File: src/rtl/frame_stream_tx_pkg.sv
// Shared types and constants for the frame stream transmitter.
package frame_stream_tx_pkg;

  // Frame sequencing states
  typedef enum logic [1:0] {
    ST_IDLE  = 2'd0,
    ST_RUN   = 2'd1,
    ST_DRAIN = 2'd2
  } tx_state_e;

  // Holding FIFO geometry (depth must stay a power of two for pointer wrap)
  localparam int unsigned HOLD_DEPTH = 2;
  localparam int unsigned HOLD_PTR_W = $clog2(HOLD_DEPTH);
  localparam int unsigned HOLD_CNT_W = $clog2(HOLD_DEPTH + 1);

  // Backpressure statistics counter width
  localparam int unsigned STALL_CNT_W = 32;

endpackage

File: src/rtl/frame_tx_hold_fifo.sv
// Small synchronous holding FIFO for RAM read data plus last flag.
module frame_tx_hold_fifo
  import frame_stream_tx_pkg::*;
#(
  parameter int unsigned WIDTH = 65
) (
  input  logic                  clk,
  input  logic                  rst,
  input  logic                  push,
  input  logic [WIDTH-1:0]      push_data,
  input  logic                  pop,
  output logic [WIDTH-1:0]      head,
  output logic [HOLD_CNT_W-1:0] count
);

  logic [WIDTH-1:0]      mem_q [HOLD_DEPTH];
  logic [WIDTH-1:0]      mem_d [HOLD_DEPTH];
  logic [HOLD_PTR_W-1:0] wr_ptr_q, wr_ptr_d;
  logic [HOLD_PTR_W-1:0] rd_ptr_q, rd_ptr_d;
  logic [HOLD_CNT_W-1:0] count_q, count_d;

  // Pointer, occupancy and storage update
  always_comb begin
    mem_d    = mem_q;
    wr_ptr_d = wr_ptr_q;
    rd_ptr_d = rd_ptr_q;
    count_d  = count_q + HOLD_CNT_W'(push) - HOLD_CNT_W'(pop);
    if (push) begin
      mem_d[wr_ptr_q] = push_data;
      wr_ptr_d        = wr_ptr_q + HOLD_PTR_W'(1);
    end
    if (pop) begin
      rd_ptr_d = rd_ptr_q + HOLD_PTR_W'(1);
    end
  end

  // State registers
  always_ff @(posedge clk) begin
    if (rst) begin
      for (int i = 0; i < int'(HOLD_DEPTH); i++) mem_q[i] <= '0;
      wr_ptr_q <= '0;
      rd_ptr_q <= '0;
      count_q  <= '0;
    end else begin
      mem_q    <= mem_d;
      wr_ptr_q <= wr_ptr_d;
      rd_ptr_q <= rd_ptr_d;
      count_q  <= count_d;
    end
  end

  assign head  = mem_q[rd_ptr_q];
  assign count = count_q;

endmodule

File: src/rtl/frame_stream_tx.sv
// Frame stream transmitter: reads a frame from a synchronous sample RAM and
// emits it on a valid/ready stream with m_last on the final beat.
// Optional build macro FRAME_STREAM_TX_STALL_CNT_EN adds a stall_cnt port.
module frame_stream_tx
  import frame_stream_tx_pkg::*;
#(
  parameter int unsigned DATA_WIDTH = 64,
  parameter int unsigned ADDR_WIDTH = 10
) (
  input  logic                   clk,
  input  logic                   rst,
  input  logic                   start,
  input  logic [ADDR_WIDTH-1:0]  base_addr,
  input  logic [ADDR_WIDTH:0]    len,
  output logic                   busy,
  output logic                   done,
  output logic                   rd_en,
  output logic [ADDR_WIDTH-1:0]  rd_addr,
  input  logic [DATA_WIDTH-1:0]  rd_data,
  output logic                   m_valid,
  input  logic                   m_ready,
  output logic [DATA_WIDTH-1:0]  m_data,
  output logic                   m_last
`ifdef FRAME_STREAM_TX_STALL_CNT_EN
  ,
  output logic [STALL_CNT_W-1:0] stall_cnt
`endif
);

  localparam int unsigned ENTRY_W = DATA_WIDTH + 1;
  localparam int unsigned LEN_W   = ADDR_WIDTH + 1;

  tx_state_e             state_q, state_d;
  logic                  busy_q, busy_d;
  logic                  done_q, done_d;
  logic [ADDR_WIDTH-1:0] rd_addr_q, rd_addr_d;
  logic [LEN_W-1:0]      reads_left_q, reads_left_d;
  logic                  inflight_q, inflight_d;
  logic                  inflight_last_q, inflight_last_d;
  logic                  m_valid_q, m_valid_d;
  logic [DATA_WIDTH-1:0] m_data_q, m_data_d;
  logic                  m_last_q, m_last_d;

  logic [ENTRY_W-1:0]    fifo_head;
  logic [HOLD_CNT_W-1:0] fifo_count;
  logic [ENTRY_W-1:0]    src_entry_c;
  logic                  fifo_empty_c;
  logic                  out_load_c;
  logic                  take_c;
  logic                  fifo_push_c;
  logic                  fifo_pop_c;
  logic                  rd_issue_c;

  // Data steering: the output register takes the oldest pending beat, which is
  // the FIFO head, or the arriving RAM word directly when the FIFO is empty.
  assign fifo_empty_c = (fifo_count == '0);
  assign out_load_c   = !m_valid_q || m_ready;
  assign take_c       = out_load_c && (!fifo_empty_c || inflight_q);
  assign fifo_pop_c   = take_c && !fifo_empty_c;
  assign fifo_push_c  = inflight_q && !(take_c && fifo_empty_c);
  assign src_entry_c  = fifo_empty_c ? {inflight_last_q, rd_data} : fifo_head;

  // Read issue: keep at most two words buffered or in flight behind the output
  assign rd_issue_c = (state_q == ST_RUN) && (reads_left_q != '0) &&
                      ((3'(fifo_count) + 3'(inflight_q)) < (3'd2 + 3'(take_c)));

  frame_tx_hold_fifo #(
    .WIDTH (ENTRY_W)
  ) u_hold_fifo (
    .clk       (clk),
    .rst       (rst),
    .push      (fifo_push_c),
    .push_data ({inflight_last_q, rd_data}),
    .pop       (fifo_pop_c),
    .head      (fifo_head),
    .count     (fifo_count)
  );

  // Next-state, counters and output register
  always_comb begin
    state_d         = state_q;
    done_d          = 1'b0;
    rd_addr_d       = rd_addr_q;
    reads_left_d    = reads_left_q;
    inflight_d      = rd_issue_c;
    inflight_last_d = rd_issue_c && (reads_left_q == LEN_W'(1));
    m_valid_d       = m_valid_q;
    m_data_d        = m_data_q;
    m_last_d        = m_last_q;

    if (out_load_c) begin
      m_valid_d = take_c;
      if (take_c) begin
        m_data_d = src_entry_c[DATA_WIDTH-1:0];
        m_last_d = src_entry_c[DATA_WIDTH];
      end else begin
        m_last_d = 1'b0;
      end
    end

    unique case (state_q)
      ST_IDLE: begin
        if (start) begin
          if (len != '0) begin
            state_d      = ST_RUN;
            rd_addr_d    = base_addr;
            reads_left_d = len;
          end else begin
            done_d = 1'b1;
          end
        end
      end
      ST_RUN: begin
        if (rd_issue_c) begin
          rd_addr_d    = rd_addr_q + ADDR_WIDTH'(1);
          reads_left_d = reads_left_q - LEN_W'(1);
          if (reads_left_q == LEN_W'(1)) state_d = ST_DRAIN;
        end
      end
      ST_DRAIN: begin
        if (m_valid_q && m_ready && m_last_q) begin
          state_d = ST_IDLE;
          done_d  = 1'b1;
        end
      end
      default: state_d = ST_IDLE;
    endcase

    busy_d = (state_d != ST_IDLE);
  end

  // State register
  always_ff @(posedge clk) begin
    if (rst) begin
      state_q         <= ST_IDLE;
      busy_q          <= 1'b0;
      done_q          <= 1'b0;
      rd_addr_q       <= '0;
      reads_left_q    <= '0;
      inflight_q      <= 1'b0;
      inflight_last_q <= 1'b0;
      m_valid_q       <= 1'b0;
      m_data_q        <= '0;
      m_last_q        <= 1'b0;
    end else begin
      state_q         <= state_d;
      busy_q          <= busy_d;
      done_q          <= done_d;
      rd_addr_q       <= rd_addr_d;
      reads_left_q    <= reads_left_d;
      inflight_q      <= inflight_d;
      inflight_last_q <= inflight_last_d;
      m_valid_q       <= m_valid_d;
      m_data_q        <= m_data_d;
      m_last_q        <= m_last_d;
    end
  end

`ifdef FRAME_STREAM_TX_STALL_CNT_EN
  logic [STALL_CNT_W-1:0] stall_cnt_q, stall_cnt_d;

  // Saturating count of busy cycles with a beat held by backpressure
  always_comb begin
    stall_cnt_d = stall_cnt_q;
    if ((state_q == ST_IDLE) && start) begin
      stall_cnt_d = '0;
    end else if (busy_q && m_valid_q && !m_ready && (stall_cnt_q != '1)) begin
      stall_cnt_d = stall_cnt_q + STALL_CNT_W'(1);
    end
  end

  // Stall counter register
  always_ff @(posedge clk) begin
    if (rst) stall_cnt_q <= '0;
    else     stall_cnt_q <= stall_cnt_d;
  end

  assign stall_cnt = stall_cnt_q;
`endif

  assign busy    = busy_q;
  assign done    = done_q;
  assign rd_en   = rd_issue_c;
  assign rd_addr = rd_addr_q;
  assign m_valid = m_valid_q;
  assign m_data  = m_data_q;
  assign m_last  = m_last_q;

endmodule
File: config.mk
export PLATFORM = sky130hd
export DESIGN_NAME = frame_stream_tx
export DESIGN_NICKNAME = d
export VERILOG_FILES = /design/src/rtl/frame_stream_tx_pkg.sv /design/src/rtl/frame_tx_hold_fifo.sv /design/src/rtl/frame_stream_tx.sv
export SDC_FILE = /design/constraint.sdc
export NUM_CORES = 1
export LEC_CHECK = 0
export BUFFER_PORTS_ARGS = -buffer_cell sky130_fd_sc_hd__clkbuf_2
export CAP_MARGIN = 10
export CORE_MARGIN = 2
export CORE_UTILIZATION = 60
export DETAILED_ROUTE_END_ITERATION = 10
export PLACE_DENSITY = 0.85
export SLEW_MARGIN = 20
export SYNTH_ARGS = -nofsm -noshare
export SYNTH_HDL_FRONTEND = slang
export SYNTH_SLANG_ARGS = --single-unit
File: constraint.sdc
create_clock -name clk -period 6.3 [get_ports clk]
set_input_delay 0.945 -clock clk [delete_from_list [all_inputs] [get_ports clk]]
set_output_delay 0.945 -clock clk [all_outputs]
set_load 0.01 [all_outputs]
==> flow_summary.toml, run 1 <==
[setup_path]
rr_worst_depth = 7
crit-reg2reg-launch = "u_hold_fifo.count[1]"
startpoint_type = "flop"
crit_type = "reg2out"
cp-end-kind = "output port"
worst-endpoint-arrival_ns = 2.97
crit_start = "state_q[0]"
reg2reg_to = "u_hold_fifo.mem_q[78]"
required_ns = 5.35
crit_path_end = "rd_en"
cp_max_fo = 25
reg2reg_slack_ns = 3.31

[die]
ios = 168
dieHeight_um = 130
initial_core_util = 0.620
core_area_mm2 = 0.0153
die_area_mm2 = 0.0169
die_w_um = 130
rows = 45

[logic_synthesis]
synthDistinctLibCells = 55
netlist_top_cells_area = "dfxtp_1, nand2_1, a21oi_1"
ys_ff_latch = 227
synth_ff_type = "dfxtp_1"
syn_nets = 1262
synthArstFlopShare = 0
synth_top_area_cell = "dfxtp_1"
netlist_instances = 1165
yosys_warnings = 0
synth_top_area_share = 0.478
synth-seq-area-share = 0.478
synth_area_per_cell_um2 = 8.15
netlist_area_mm2 = 0.00950
synth_edf_count = 0
synth_most_common_cell = "nand2_1"
synthTopCellsByCount = "nand2_1, dfxtp_1, a21oi_1, nor2_1, clkbuf_1"

[clocking]
cts-hold-fix-buffers = 0
h-tree-depth = 1
cts_setup_buffers = 0
path_clk_slew_ns = 0.06
root_buffer = "clkbuf_16"
clock_sinks = 227
cts_tree = "yes"
clk_latency_ns = 0.51
cts_resized = 0
ctsLongestPathBuffers = 3
numCtsBuffers = 23

[global_routing]
grt_util_all_layers = 0.268
grt_pass1_vias = 7849
grt_max_degree = 119
gr-total-overflow = 0
grt_first_pass_wirelength_um = 37700
antenna_found_initial = 0

[place]
placedInstanceArea_mm2 = 0.0103
hpwl_um = 13700
gp_congestion = 0.826
port_buffers = 167
pre_cts_ws_ns = 2.63

[hold_path]
min_path_cells = 2
hp-class = "reg2reg"

[detailed_routing]
ant_nets = 0
routed_wl_um = 23300
num_vias = 8653
avgViaCountPerCell = 5.78
wl_per_cell_um = 15.6
dr.pass1.iters = 5
drc = 0
drt_iter0_drc = 898

[sta]
hold_viol_final = 0
fmax_mhz = 256
min_period_ns = 3.91
maxSlewViolCount = 0
grt_setup_unrepaired = "false"
finalSetupTns_ns = 0
timing.final.ws_setup_ns = 2.39
fin_crit_sh = 0.621
tightest_slew_ns = 1.08
skew_ns = 0.0148
setup-violations-final = 0
slew_headroom = 0.279

[cells_and_area]
fin_util = 0.723
diodes = 0
syn_to_final_growth_pct = 16.5
regArea_mm2 = 0.00455
n_fill_cell = 1247
drive_gt1_frac = 0.180
layout.nets = 1368
fin_area_mm2 = 0.0111
multiInputGateArea_mm2 = 0.00455

[pwr]
cellPowerDensity_mw_per_mm2 = 379
leakage_uw = 0.00414
ir_worst_vdd_mv = 0.318

[flow_run]
maxCapViolations = 0

[outcome]
status = "finished, final reports clean"
-- where the power goes --
group / internal [µW] / leakage (µW) / switching, µW / total (µW)
clock: 788 / 0.000365 / 547 / 1330
sequential: 1590 / 0.00184 / 159 / 1750
combinational: 411 / 0.00193 / 699 / 1110
total: 2790 / 0.00414 / 1400 / 4190
-- cell families (layout without fill, tap and decap cells) --
| group | Yosys count | after routing | synth area share |
|---|---|---|---|
| AND/OR/NAND/NOR | 487 | 487 | 0.211 |
| AO/OA/AOI/OAI | 263 | 263 | 0.178 |
| flip-flops | 227 | 227 | 0.478 |
| buffers and inverters | 106 | 227 | 0.0450 |
| multiplexers | 65 | 65 | 0.0685 |
| XOR/XNOR | 9 | 9 | 0.00830 |
| adder cells (fa/ha/maj) | 8 | 8 | 0.0105 |
-- final cells by class --
cell class / instances / share of cell area
clock buffer: 37 / 0.0658
sequential: 227 / 0.411
tap: 211 / 0.0238
multi-input combinational: 832 / 0.411
inverter: 10 / 0.00339
clock inverter: 3 / 0.00215
timing repair buffer: 177 / 0.0828
-- stage by stage --
step           hold slack, ns  instances  power [µW]
3_3_place_gp            0.441       1457        2850
6_report                0.452       1497        4190
5_1_grt                 0.470       1497        4390
4_1_cts                 0.454       1497        4200
3_5_place_dp            0.446       1457        2870
2_1_floorplan           0.436       1165        2570
-- worst min-delay path by stage --
stage,start,end,slack (ns)
4_1_cts,u_hold_fifo.mem_q[90],u_hold_fifo.mem_q[90],0.45
3_3_place_gp,u_hold_fifo.mem_q[101],u_hold_fifo.mem_q[101],0.44
6_report,u_hold_fifo.mem_q[118],u_hold_fifo.mem_q[118],0.45
2_1_floorplan,u_hold_fifo.mem_q[100],u_hold_fifo.mem_q[100],0.44
3_5_place_dp,u_hold_fifo.mem_q[2],u_hold_fifo.mem_q[2],0.45
5_1_grt,u_hold_fifo.mem_q[90],u_hold_fifo.mem_q[90],0.47
-- layout by cell type (no fill, tap or decap), drive strengths merged, types with 2 or more instances in the layout --
| master | synthesis | routed |
|---|---|---|
| buf | 25 | 11 |
| clkbuf | 71 | 203 |
| a21oi | 153 | 153 |
| nor2 | 146 | 146 |
| o22ai | 4 | 4 |
| or2 | 2 | 2 |
| inv | 9 | 10 |
| nor4 | 6 | 6 |
| nor3 | 13 | 13 |
| nand4 | 2 | 2 |
| nor3b | 2 | 2 |
| xnor2 | 8 | 8 |
| nand3 | 19 | 19 |
| or3 | 5 | 5 |
| a211oi | 3 | 3 |
| or4 | 3 | 3 |
| nand2 | 274 | 274 |
| a21o | 2 | 2 |
| nand2b | 3 | 3 |
| mux2i | 65 | 65 |
| o32ai | 2 | 2 |
| a32o | 4 | 4 |
| o221ai | 5 | 5 |
| clkinvlp | 0 | 2 |
| a311oi | 2 | 2 |
| a221o | 3 | 3 |
| nor2b | 4 | 4 |
| ha | 8 | 8 |
| dfxtp | 227 | 227 |
| a221oi | 69 | 69 |
| and3 | 4 | 4 |
| o21ai | 10 | 10 |
-- critical path, stage by stage (launching register included) --
cell and delay [ns]:
dfxtp_1 0.43, nand2b_1 0.52, a211oi_1 0.44, nand3_2 0.41, inv_2 0.45, clkbuf_2 0.20
-- registers in the layout, summed over array words and instances (netlist names) --
signal	flops
inflight_q	1
m_valid	1
done	1
busy	1
u_hold_fifo.wr_ptr_q	1
u_hold_fifo.rd_ptr_q	1
u_hold_fifo.mem_q	130
reads_left_q	11
rd_addr	10
m_last	1
u_hold_fifo.count	2
m_data	64
inflight_last_q	1
state_q	2
-- layer usage --
layer | GRT usage | share of wire | vias to the layer above
li1 | - | - | 4240
met1 | 0.355 | 0.43 | 4035
met2 | 0.451 | 0.48 | 339
met3 | 0.0443 | 0.072 | 39
met4 | 0.0848 | 0.020 | 0
met5 | 0 | 0 | -
No activity file was read; power rests on OpenSTA's default activity.
==> run 2: changes to the inputs <==
--- a/config.mk
+++ b/config.mk
@@ -8,9 +8,9 @@
 export BUFFER_PORTS_ARGS = -buffer_cell sky130_fd_sc_hd__clkbuf_2
 export CAP_MARGIN = 10
 export CORE_MARGIN = 2
-export CORE_UTILIZATION = 60
+export CORE_UTILIZATION = 50
 export DETAILED_ROUTE_END_ITERATION = 10
-export PLACE_DENSITY = 0.85
+export PLACE_DENSITY = 0.75
 export SLEW_MARGIN = 20
 export SYNTH_ARGS = -nofsm -noshare
 export SYNTH_HDL_FRONTEND = slang
==> constraint.sdc (replaced) <==
create_clock -name clk -period 3.31 [get_ports clk]
set_input_delay 0.4965 -clock clk [delete_from_list [all_inputs] [get_ports clk]]
set_output_delay 0.4965 -clock clk [all_outputs]
set_load 0.01 [all_outputs]
==> run 2 against run 1 <==
  * Clock skew fell by 0.0036 ns
  * Highest routed layer unchanged
  * Via count up 0.98%
  * Power grew 97%
  * Worst setup slack got worse by 2.2 ns
  * Sequential power up 91%
  * First-iteration DRC count decreased by 35%
==> flow_summary.toml, run 2 (synthesis gave the netlist of run 1 again) <==
[outcome]
status = "finished, final reports clean"

[setup_path]
required_ns = 2.81
cp_max_fo = 15
cp-end-kind = "output port"
worst-endpoint-arrival_ns = 2.65
startpoint_type = "flop"
crit_type = "reg2out"

[global_routing]
grtUsageMet2 = 0.392
grt_max_degree = 187
grt_use_met3 = 0.0391
antenna_found_initial = 0
grt_busiest_layer = "met2"
grtUsageMet1 = 0.328
gr-total-overflow = 0
grt_util_all_layers = 0.238
grt_pass1_vias = 8062
grt_first_pass_wirelength_um = 40000

[clocking]
cts_tree = "yes"
clock_sinks = 227
path_clk_slew_ns = 0.06
cts-hold-fix-buffers = 0
numCtsBuffers = 24
root_buffer = "clkbuf_16"
ctsLongestPathBuffers = 3
h-tree-depth = 1
clk_latency_ns = 0.51

[die]
core_area_mm2 = 0.0187
initial_core_util = 0.508
rows = 50
dieHeight_um = 142
die_area_mm2 = 0.0201
die_w_um = 142
ios = 168

[detailed_routing]
dr.pass1.iters = 5
avgViaCountPerCell = 5.72
ant_nets = 0
num_vias = 8738
routed_wl_um = 24400
drc = 0
drt_iter0_drc = 584
wl_per_cell_um = 16.0

[sta]
grt_setup_unrepaired = "false"
fmax_mhz = 318
skew_ns = 0.0112
setup-violations-final = 0
maxSlewViolCount = 0
hold_viol_final = 0
timing.final.ws_setup_ns = 0.163
slew_headroom = 0.433
min_period_ns = 3.15
finalSetupTns_ns = 0
fin_crit_sh = 0.951
tightest_slew_ns = 0.850

[cells_and_area]
fin_util = 0.602
drive_gt1_frac = 0.185
fin_area_mm2 = 0.0113
n_fill_cell = 1641
syn_to_final_growth_pct = 18.6
top_register = "u_hold_fifo.mem_q"
layout.nets = 1377
diodes = 0
layout_commonest_cell = "nand2_1"
largest_reg_flops = 130
final_cell_mix = "nand2_1, dfxtp_1, clkbuf_2, a21oi_1, nor2_1"

[place]
pre_cts_ws_ns = 0.632
hpwl_um = 14500
placedInstanceArea_mm2 = 0.0105
port_buffers = 167
gp_congestion = 0.832

[pwr]
p_sw_uw = 2730
leakage_uw = 0.00423
p_int_uw = 5520
cellPowerDensity_mw_per_mm2 = 732
p_comb_frac = 0.263
sw_frac_of_total = 0.331
seq_power_share = 0.405
ir_worst_vdd_mv = 0.407
clock_power_share = 0.333

[hold_path]
hp-class = "in2reg"

[flow_run]
maxCapViolations = 0
[run 2: path summary, 6_finish.rpt]
check / from / to / slack (ns) / depth (start not counted)
min reg2reg: u_hold_fifo.mem_q[87] / u_hold_fifo.mem_q[87] / 0.45 / 2
min: rd_data[39] / u_hold_fifo.mem_q[39] / 0.23 / 3
max reg2reg: reads_left_q[0] / rd_addr[6] / 0.84 / 7
max: reads_left_q[0] / rd_en / 0.16 / 7
[run 2: layout make-up]
type	instances	area [µm²]	area share
Clock inverter	7	110	0.00977
Inverter	10	40.0	0.00355
Clock buffer	33	686	0.0608
Tap cell	234	293	0.0260
Sequential cell	227	4550	0.404
Multi-Input combinational cell	832	4550	0.404
Timing Repair Buffer	185	1040	0.0923
[run 2: layer usage]
metal | wire length (µm) | vias to the layer above | part of all wire
li1 | - | 4244 | -
met1 | 11000 | 4161 | 0.45
met2 | 11400 | 299 | 0.47
met3 | 1680 | 34 | 0.069
met4 | 346 | 0 | 0.014
met5 | 0 | - | 0
[run 2: stage by stage]
step / hold WS [ns] / power (µW) / instances
CTS: 0.216 / 8290 / 1528
global route: 0.228 / 8680 / 1528
floorplan: 0.436 / 4890 / 1165
finish: 0.233 / 8240 / 1528
detailed placement: 0.446 / 5550 / 1488
global placement: 0.441 / 5530 / 1488
[run 2: critical path: stages (launching register included)]
cell	delay, ns
dfxtp_1	0.33
inv_1	0.12
ha_1	0.15
or4b_2	0.57
or4_4	0.44
nand3_2	0.23
inv_4	0.15
clkbuf_2	0.16
[run 2: power by group through the flow]
stage | registers (µW) | logic, µW | clock network, µW
5_1_grt | 3380 | 2400 | 2910
3_5_place_dp | 3390 | 2160 | 0
6_report | 3340 | 2170 | 2740
4_1_cts | 3330 | 2170 | 2780
3_3_place_gp | 3380 | 2150 | 0
2_1_floorplan | 3290 | 1590 | 0
[run 2: repair_timing]
action                                  in CTS  in global routing
resized for setup                            0                  2
endpoints found under the setup margin       0                  1
buffers inserted                             0                  0
==> run 3: changes to the inputs <==
--- a/config.mk
+++ b/config.mk
@@ -8,9 +8,9 @@
 export BUFFER_PORTS_ARGS = -buffer_cell sky130_fd_sc_hd__clkbuf_2
 export CAP_MARGIN = 10
 export CORE_MARGIN = 2
-export CORE_UTILIZATION = 50
+export CORE_UTILIZATION = 44
 export DETAILED_ROUTE_END_ITERATION = 10
-export PLACE_DENSITY = 0.75
+export PLACE_DENSITY = 0.68
 export SLEW_MARGIN = 20
 export SYNTH_ARGS = -nofsm -noshare
 export SYNTH_HDL_FRONTEND = slang
==> run 3 against run 2 <==
  * Count of clock-buffer cells in the layout grew 3
  * Clock power is 9.1% higher
  * Critical path type unchanged
  * Cell count up 3.0%
  * Critical path depth is the same
  * First-iteration DRC count is 18% lower
  * Register-to-register slack gained 0.02 ns
  * Design area rose by 1.1%
==> flow_summary.toml, run 3 (synthesis gave the netlist of run 1 again) <==
[cells_and_area]
diodes = 0
fin_area_mm2 = 0.0114
final_cell_mix = "nand2_1, dfxtp_1, clkbuf_2, a21oi_1, nor2_1"
syn_to_final_growth_pct = 20.0
drive_gt1_frac = 0.187
layout.nets = 1378
largest_reg_flops = 130
layout_commonest_cell = "nand2_1"
top_register = "u_hold_fifo.mem_q"
fin_util = 0.540
layout.cells.non_filler = 1574

[setup_path]
crit_type = "reg2out"
reg2reg_slack_ns = 0.86
rr_worst_depth = 8
cp_slowest_stage_delay_ns = 0.58
worst-endpoint-arrival_ns = 2.63
cp_cell_sequence = "inv_1, ha_1, or4b_2, or4_4, nand3_2, inv_2, clkbuf_2"
reg2reg_to = "rd_addr[6]"
crit_start = "reads_left_q[0]"
cp-end-kind = "output port"
crit_path_end = "rd_en"
cp_slowest_cell = "or4b_2"
required_ns = 2.81
startpoint_type = "flop"
cp_max_fo = 15
crit-reg2reg-launch = "reads_left_q[0]"

[detailed_routing]
drt_iter0_drc = 481
routed_wl_um = 24800
wl_per_cell_um = 15.8
ant_nets = 0
drc = 0
dr.pass1.iters = 5
avgViaCountPerCell = 5.46
num_vias = 8587

[pwr]
clock_power_share = 0.351
seq_power_share = 0.388
leakage_uw = 0.00426
p_sw_uw = 2780
cellPowerDensity_mw_per_mm2 = 748
sw_frac_of_total = 0.326
p_int_uw = 5750
p_comb_frac = 0.261
ir_worst_vdd_mv = 0.387

[clocking]
ctsLongestPathBuffers = 3
cts_resized = 0
root_buffer = "clkbuf_16"
cts_setup_buffers = 0
cts-hold-fix-buffers = 0
h-tree-depth = 1
numCtsBuffers = 25
clk_latency_ns = 0.51
path_clk_slew_ns = 0.06
cts_tree = "yes"
clock_sinks = 227

[global_routing]
grt_max_degree = 97
grt_first_pass_wirelength_um = 40200
gr-total-overflow = 0
antenna_found_initial = 1
grt_pass1_vias = 7903
grt_util_all_layers = 0.214

[die]
core_area_mm2 = 0.0211
initial_core_util = 0.451
dieHeight_um = 151
die_w_um = 151
rows = 53
ios = 168
die_area_mm2 = 0.0228

[place]
dp_cells = 1529
pre_cts_ws_ns = 0.719
hpwl_um = 14800
port_buffers = 167
placedInstanceArea_mm2 = 0.0105
gp_congestion = 0.835

[hold_path]
hp-class = "in2reg"

[sta]
slew_headroom = 0.407
hold_viol_final = 0
grt_setup_unrepaired = "false"
skew_ns = 0.0119
timing.final.ws_setup_ns = 0.183
setup-violations-final = 0
tightest_slew_ns = 0.889
fin_crit_sh = 0.945
min_period_ns = 3.13
finalSetupTns_ns = 0
fmax_mhz = 320
maxSlewViolCount = 0

[flow_run]
maxCapViolations = 0

[outcome]
status = "finished, final reports clean"
-- run 3: cell count changes in the layout (fill, tap and decap cells not counted), sizes merged --
cell / previous run / this run
bufinv: 3 / 5
clkbuf: 199 / 202
-- run 3: how the worst min path moves through the flow --
| stage | cells after the start | slack (ns) | end | from |
|---|---|---|---|---|
| 2_1_floorplan | 2 | 0.44 | u_hold_fifo.mem_q[100] | u_hold_fifo.mem_q[100] |
| 3_3_place_gp | 2 | 0.44 | u_hold_fifo.mem_q[110] | u_hold_fifo.mem_q[110] |
| 3_5_place_dp | 2 | 0.45 | u_hold_fifo.mem_q[100] | u_hold_fifo.mem_q[100] |
| 4_1_cts | 3 | 0.22 | u_hold_fifo.mem_q[17] | rd_data[17] |
| 5_1_grt | 3 | 0.23 | u_hold_fifo.mem_q[82] | rd_data[17] |
| 6_report | 3 | 0.24 | u_hold_fifo.mem_q[102] | rd_data[37] |
-- run 3: power by group through the flow --
stage | sequential [µW] | clock (µW) | combinational (µW)
detailed placement | 3360 | 0 | 2240
floorplan | 3290 | 0 | 1590
global placement | 3350 | 0 | 2210
global route | 3350 | 3150 | 2450
finish | 3310 | 2990 | 2230
CTS | 3310 | 3040 | 2250
-- run 3: cell type report --
class	instances	area, µm²
Multi-Input combinational cell	832	4550
Fill cell	1971	9690
Clock inverter	9	170
Tap cell	275	344
Inverter	10	37.5
Sequential cell	227	4550
Clock buffer	36	717
Timing Repair Buffer	185	1030
-- run 3: metal layers --
metal,wire length [µm],up-vias,track usage,share of wire
met5,13,-,0,0.00052
met4,435,2,0.0430,0.018
met3,1420,31,0.0322,0.057
met2,11600,245,0.359,0.47
met1,11400,4040,0.293,0.46
li1,-,4269,-,-
-- run 3: critical path, delay by kind of cell (launching register included) --
| kind | cells | cell delay (ns) |
|---|---|---|
| and+or+nand+nor | 3 | 1.16 |
| buffers and inverters | 3 | 0.46 |
| DFF | 1 | 0.33 |
| adders and majority gates | 1 | 0.15 |
-- run 3: through the flow --
stage               hold WS, ns  total power [µW]
global route              0.228              8950
global placement          0.441              5560
detailed placement        0.446              5600
CTS                       0.221              8590
finish                    0.237              8520
floorplan                 0.436              4890
